`src/rtl/timer_pkg.sv`:
```
// rtl/timer_pkg.sv - shared state type, BCD check and default preset for the timer sequencer
package timer_pkg;

  localparam logic [7:0] TIMER_DEFAULT_BCD = 8'h30;

  typedef enum logic [2:0] {
    ST_IDLE,
    ST_LOAD,
    ST_RUN,
    ST_PAUSED,
    ST_EXPIRED
  } seq_state_t;

  function automatic logic bcd_valid(input logic [7:0] value);
    return (value[7:4] <= 4'd9) && (value[3:0] <= 4'd9);
  endfunction

endpackage

```
`src/rtl/tick_prescaler.sv`:
```
// rtl/tick_prescaler.sv - free-running divide-by-TICKS_PER_SEC counter with clear and enable
module tick_prescaler #(
  parameter int TICKS_PER_SEC = 50_000_000
) (
  input  logic clock,
  input  logic rst,
  input  logic clr,
  input  logic en,
  output logic tick
);

  localparam int W = (TICKS_PER_SEC > 1) ? $clog2(TICKS_PER_SEC) : 1;
  localparam logic [W-1:0] LAST = W'(TICKS_PER_SEC - 1);

  logic [W-1:0] count;
  logic [W-1:0] count_next;

  always_comb begin
    count_next = count;
    if (clr) begin
      count_next = '0;
    end else if (en) begin
      count_next = (count == LAST) ? '0 : count + W'(1);
    end
  end

  // tick looks ahead: the count will sit at its terminal value after the
  // coming edge, so the owner can register a pulse aligned with that count.
  assign tick = (count_next == LAST);

  always_ff @(posedge clock) begin
    if (rst) begin
      count <= '0;
    end else begin
      count <= count_next;
    end
  end

endmodule

```
`src/rtl/timer_sequencer.sv`:
```
// rtl/timer_sequencer.sv - load/run/pause/abort sequencer driving the two-digit BCD countdown timer
module timer_sequencer
  import timer_pkg::*;
#(
  parameter int         TICKS_PER_SEC = 50_000_000,
  parameter logic [7:0] DEFAULT_TIME  = TIMER_DEFAULT_BCD
) (
  input  logic       clock,
  input  logic       rst,
  input  logic       start,
  input  logic       pause,
  input  logic       abort,
  input  logic [7:0] preset_bcd,
  input  logic       time_stop,
  output logic       load,
  output logic [7:0] load_value,
  output logic       decrement,
  output logic       timer_hold,
  output logic       expired,
  output logic       preset_err,
  output logic       busy
);

  seq_state_t state;
  seq_state_t state_next;

  logic       tick;
  logic       presc_clr;
  logic       presc_en;
  logic       preset_ok;
  logic       accept;
  logic       load_d;
  logic [7:0] load_value_d;
  logic       decrement_d;
  logic       timer_hold_d;
  logic       expired_d;
  logic       preset_err_d;
  logic       busy_d;

  assign presc_clr = (state == ST_IDLE) || (state == ST_LOAD);
  assign presc_en  = (state == ST_RUN);

  tick_prescaler #(
    .TICKS_PER_SEC(TICKS_PER_SEC)
  ) u_prescaler (
    .clock(clock),
    .rst  (rst),
    .clr  (presc_clr),
    .en   (presc_en),
    .tick (tick)
  );

  always_ff @(posedge clock) begin
    if (rst) begin
      state <= ST_IDLE;
    end else begin
      state <= state_next;
    end
  end

  always_comb begin
    state_next   = state;
    preset_ok    = bcd_valid(preset_bcd) && (preset_bcd != 8'h00);
    accept       = 1'b0;
    load_value_d = load_value;

    if (abort) begin
      state_next = ST_IDLE;
    end else begin
      case (state)
        ST_IDLE, ST_EXPIRED: if (start) state_next = ST_LOAD;
        ST_LOAD:             state_next = ST_RUN;
        // Expiry wins over a simultaneous pause so the end of count is never lost.
        ST_RUN: begin
          if (time_stop)  state_next = ST_EXPIRED;
          else if (pause) state_next = ST_PAUSED;
        end
        ST_PAUSED:           if (!pause) state_next = ST_RUN;
        default:             state_next = ST_IDLE;
      endcase
    end

    accept = (state_next == ST_LOAD);
    if (accept) begin
      load_value_d = preset_ok ? preset_bcd : DEFAULT_TIME;
    end

    load_d       = accept;
    preset_err_d = accept && !preset_ok;
    decrement_d  = (state_next == ST_RUN) && tick;
    expired_d    = (state == ST_RUN) && (state_next == ST_EXPIRED);
    timer_hold_d = (state_next == ST_IDLE) || (state_next == ST_PAUSED) ||
                   (state_next == ST_EXPIRED);
    busy_d       = (state_next == ST_LOAD) || (state_next == ST_RUN) ||
                   (state_next == ST_PAUSED);
  end

  always_ff @(posedge clock) begin
    if (rst) begin
      load       <= 1'b0;
      load_value <= DEFAULT_TIME;
      decrement  <= 1'b0;
      timer_hold <= 1'b1;
      expired    <= 1'b0;
      preset_err <= 1'b0;
      busy       <= 1'b0;
    end else begin
      load       <= load_d;
      load_value <= load_value_d;
      decrement  <= decrement_d;
      timer_hold <= timer_hold_d;
      expired    <= expired_d;
      preset_err <= preset_err_d;
      busy       <= busy_d;
    end
  end

endmodule
```
`config.mk`:
```
export PLATFORM = sky130hd
export DESIGN_NAME = timer_sequencer
export DESIGN_NICKNAME = d
export VERILOG_FILES = /design/src/rtl/timer_pkg.sv /design/src/rtl/tick_prescaler.sv /design/src/rtl/timer_sequencer.sv
export SDC_FILE = /design/constraint.sdc
export NUM_CORES = 1
export LEC_CHECK = 0
export ABC_AREA = 1
export CORE_MARGIN = 3
export CORE_UTILIZATION = 45
export CTS_BUF_LIST = sky130_fd_sc_hd__clkbuf_2
export CTS_CLUSTER_DIAMETER = 60
export DETAILED_ROUTE_END_ITERATION = 6
export GPL_TIMING_DRIVEN = 1
export HOLD_SLACK_MARGIN = 0.05
export PLACE_DENSITY = 0.68
export SYNTH_ARGS = -nofsm -noshare
export SYNTH_HDL_FRONTEND = slang
export SYNTH_SLANG_ARGS = --single-unit
```
`constraint.sdc`:
```
create_clock -name clock -period 1.5 [get_ports clock]
set_input_delay 0.225 -clock clock [delete_from_list [all_inputs] [get_ports clock]]
set_output_delay 0.225 -clock clock [all_outputs]
set_load 0.005 [all_outputs]
```
==> flow_summary.ini <==
[global_routing]
antenna_found_initial = 0
grt_max_degree = 22
grt_first_pass_wirelength_um = 13000
grt.overflow.total = 0
grt_pass1_vias = 2827
grt_use_total_pct = 26.1

[floorplanning]
die_area_um2 = 6300
dieWidth_um = 79.4
fp-row-count = 26
initial_utilization_pct = 46.8
ios = 28
die_h_um = 79.4
coreArea_um2 = 5170

[cells_and_area]
drive_above_1_share_pct = 43.6
instances_no_fill = 570
largestRegisters = u_prescaler.count: 26 flops, load_value: 8 flops, state: 3 flops
antenna_cells = 0
final_core_utilization_pct = 76.3
fillCellCount = 391
largest_register = u_prescaler.count
largest_reg_flops = 26
area_growth_pct = 63.0
nets = 514

[sta]
tns_ns = -1.76
setup_slack_ns = -0.299
max_slew.worst_pin.slew_ns = 0.338
fin_crit_sh_pct = 120
clock_skew_ns = 0.0198
hold_slack_ns = 0.337
max_freq_ghz = 0.556
setup_viol = 21
rsz0062_at_grt = true
drv_slew = 0
max_slew_margin_pct = 77.4
hold_viol = 0
fin_crit_ns = 1.80

[power_and_ir_drop]
p_switching_w = 0.000548
power_density_nw_per_um2 = 485
p_comb_share_pct = 10.7
leakage_nw = 1.63
switching_share_pct = 28.6
p_int_w = 0.00137
p_seq_share_pct = 60.2
peakVddDrop_v = 0.000402
clockPowerShare_pct = 29.2

[placement]
pre_cts_slack_ns = -0.284
port_buffers = 27
place_congestion = 0.899
dpl.cell_count = 544
hpwl_um = 5550

[setup_path]
crit_top_cell = nor2_1
path_max_fanout = 6
crit_chain = ha_4, nand2_4, nor2_4, inv_2, nor2_4, nand3_4, nand2_4, buf_6, nor2_1, nand2_1, nor2_1, nand3_1, nor2_1
critical-path-max-stage-delay_ns = 0.44
required_ns = 1.86
critPathBufInv = 2
worstSetupPathType = flop to flop
crit_slowest_cell = dfxtp_4
path_delay_family = simple AND/OR/NAND/NOR gates
arrival_ns = 2.16
endpoint_kind = flop
start_kind = flop

[clock_network]
insertion_delay_ns = 0.44
cts.clk_slew.worst_paths_ns = 0.26
clk_path_buf_depth = 2
cts_tree = yes
h-tree-depth = 2
clock-sinks = 43
holdBufCountCts = 0
cts-root-buf = clkbuf_2
numCtsBuffers = 5

[detailed_routing]
vias_per_cell = 5.11
vias = 2914
wl_per_cell_um = 14.4
drt_wl_total_um = 8220
drc_errors = 0
drtIter0Drc = 188
first_pass_iters = 4
antenna_left = 0

[synth]
syn_area_um2 = 2420
ys_ff_latch = 43
ys_types = 34
syn_inst = 373
syn_nets = 388
yosysSeqAreaShare_pct = 35.5
avgSynthCellArea_um2 = 6.49
synth_warnings = 0

[run_status]
violations = negative setup slack
status = complete, but fails checks

[run]
maxCapViolCount = 0

[min_path]
hp-class = primary input to flop
## metal layers
layer  part of all wire, %  wire length [um]  up-vias  global-route usage, %
li1                      -                 -     1454                      -
met1                    44              3590     1352                   33.7
met2                    48              3970       99                   44.2
met3                   7.0               572        9                   5.08
met4                   1.0                85        0                   7.04
met5                     0                 0        -                      0
## cell type report
type                       count  area, um2  share of cell area [%]
clock buffer                   5       25.0                   0.634
clock inverter                 3       25.0                   0.634
inverter                      49        194                    4.91
multi-input combinational    277       1650                    41.8
sequential                    43        923                    23.4
tap                           70       87.6                    2.22
timing repair buffer         123       1040                    26.4
## worst register-to-register path: stages (launching register included)
cell	delay, ns
dfxtp_4	0.44
ha_4	0.15
nand2_4	0.07
nor2_4	0.14
inv_2	0.08
nor2_4	0.13
nand3_4	0.16
nand2_4	0.15
buf_6	0.11
nor2_1	0.03
nand2_1	0.10
nor2_1	0.05
nand3_1	0.08
nor2_1	0.04
## power by group through the flow
stage	logic (W)	clock network (W)	registers [W]
6_report	0.000204	0.000558	0.00115
5_1_grt	0.000221	0.000613	0.00116
4_1_cts	0.000174	0.000572	0.00116
3_5_place_dp	0.000165	0	0.00119
3_3_place_gp	0.000164	0	0.00119
2_1_floorplan	0.0000594	0	0.00119
## synthesized netlist by cell type
master / instances / share of area, %
nor3_2: 1 / 0.41
nor2_4: 5 / 2.3
nand2_1: 87 / 13
o21ai_1: 1 / 0.21
o211ai_1: 2 / 0.62
nand3_1: 37 / 7.6
xor2_1: 3 / 1.1
inv_1: 45 / 7.0
ha_1: 1 / 0.52
o22ai_1: 2 / 0.52
and3_1: 1 / 0.26
nand3b_1: 1 / 0.31
buf_6: 1 / 0.46
nand3_4: 2 / 1.4
o21bai_1: 1 / 0.31
and2_1: 1 / 0.26
nor3_1: 13 / 2.7
nor2_2: 5 / 1.3
nor3b_1: 1 / 0.31
a21oi_1: 6 / 1.2
nand3_2: 1 / 0.41
or2_2: 2 / 0.52
nor2_1: 66 / 10
nand2_2: 6 / 1.5
dfxtp_1: 43 / 36
clkbuf_1: 3 / 0.46
nand2_4: 1 / 0.46
o21ai_0: 14 / 2.9
buf_2: 1 / 0.21
o31ai_1: 1 / 0.31
inv_2: 4 / 0.62
nor4_1: 2 / 0.52
nor2_8: 1 / 0.83
nand4_1: 12 / 3.1
## worst paths after layout
check	start	endpoint	slack [ns]	cells after the start
worst max-delay path	u_prescaler.count[1]	decrement	-0.30	13
worst min-delay path	preset_bcd[0]	load_value[0]	0.34	3
worst max register to register	u_prescaler.count[1]	decrement	-0.30	13
worst min register to register	load_value[4]	load_value[4]	0.48	2
## repair_timing
| action | 4_1_cts | 5_1_grt |
|---|---|---|
| gates resized for setup | 88 | 65 |
| setup buffers | 12 | 7 |
| cloned | 1 | 0 |
| pin swaps | 12 | 27 |
| hold endpoints to repair | 0 | 0 |
| endpoints found under the setup margin | 45 | 34 |
## cells in the final DEF (no fill, tap or decap), drive strengths merged, types with 2 or more instances in the layout
cell           count
o22ai              2
buf               96
nand3             40
nand2             94
or2                2
o211ai             2
xor2               3
inv               49
nor4               2
clkbuf             5
nor3              14
a21oi              6
clkinv             2
dfxtp             43
nand4             12
nor2              78
clkdlybuf4s50     14
o21ai             15
dlygate4sd2       13
## logic make-up after synthesis
group	after synthesis	share of synthesized area, %
XOR/XNOR	3	1.08
flip-flops	43	35.5
buffers and inverters	54	8.73
adder cells (fa/ha/maj)	1	0.516
AND/OR/NAND/NOR	245	48.0
AO/OA/AOI/OAI	27	6.09
## stage by stage
step | power [W] | area, um2
after floorplan | 0.00125 | 2440
after global placement | 0.00135 | 3370
after detailed placement | 0.00136 | 3370
after CTS | 0.00191 | 3710
after global routing | 0.00199 | 3950
final | 0.00192 | 3950
(Power assumes the default switching activity.)
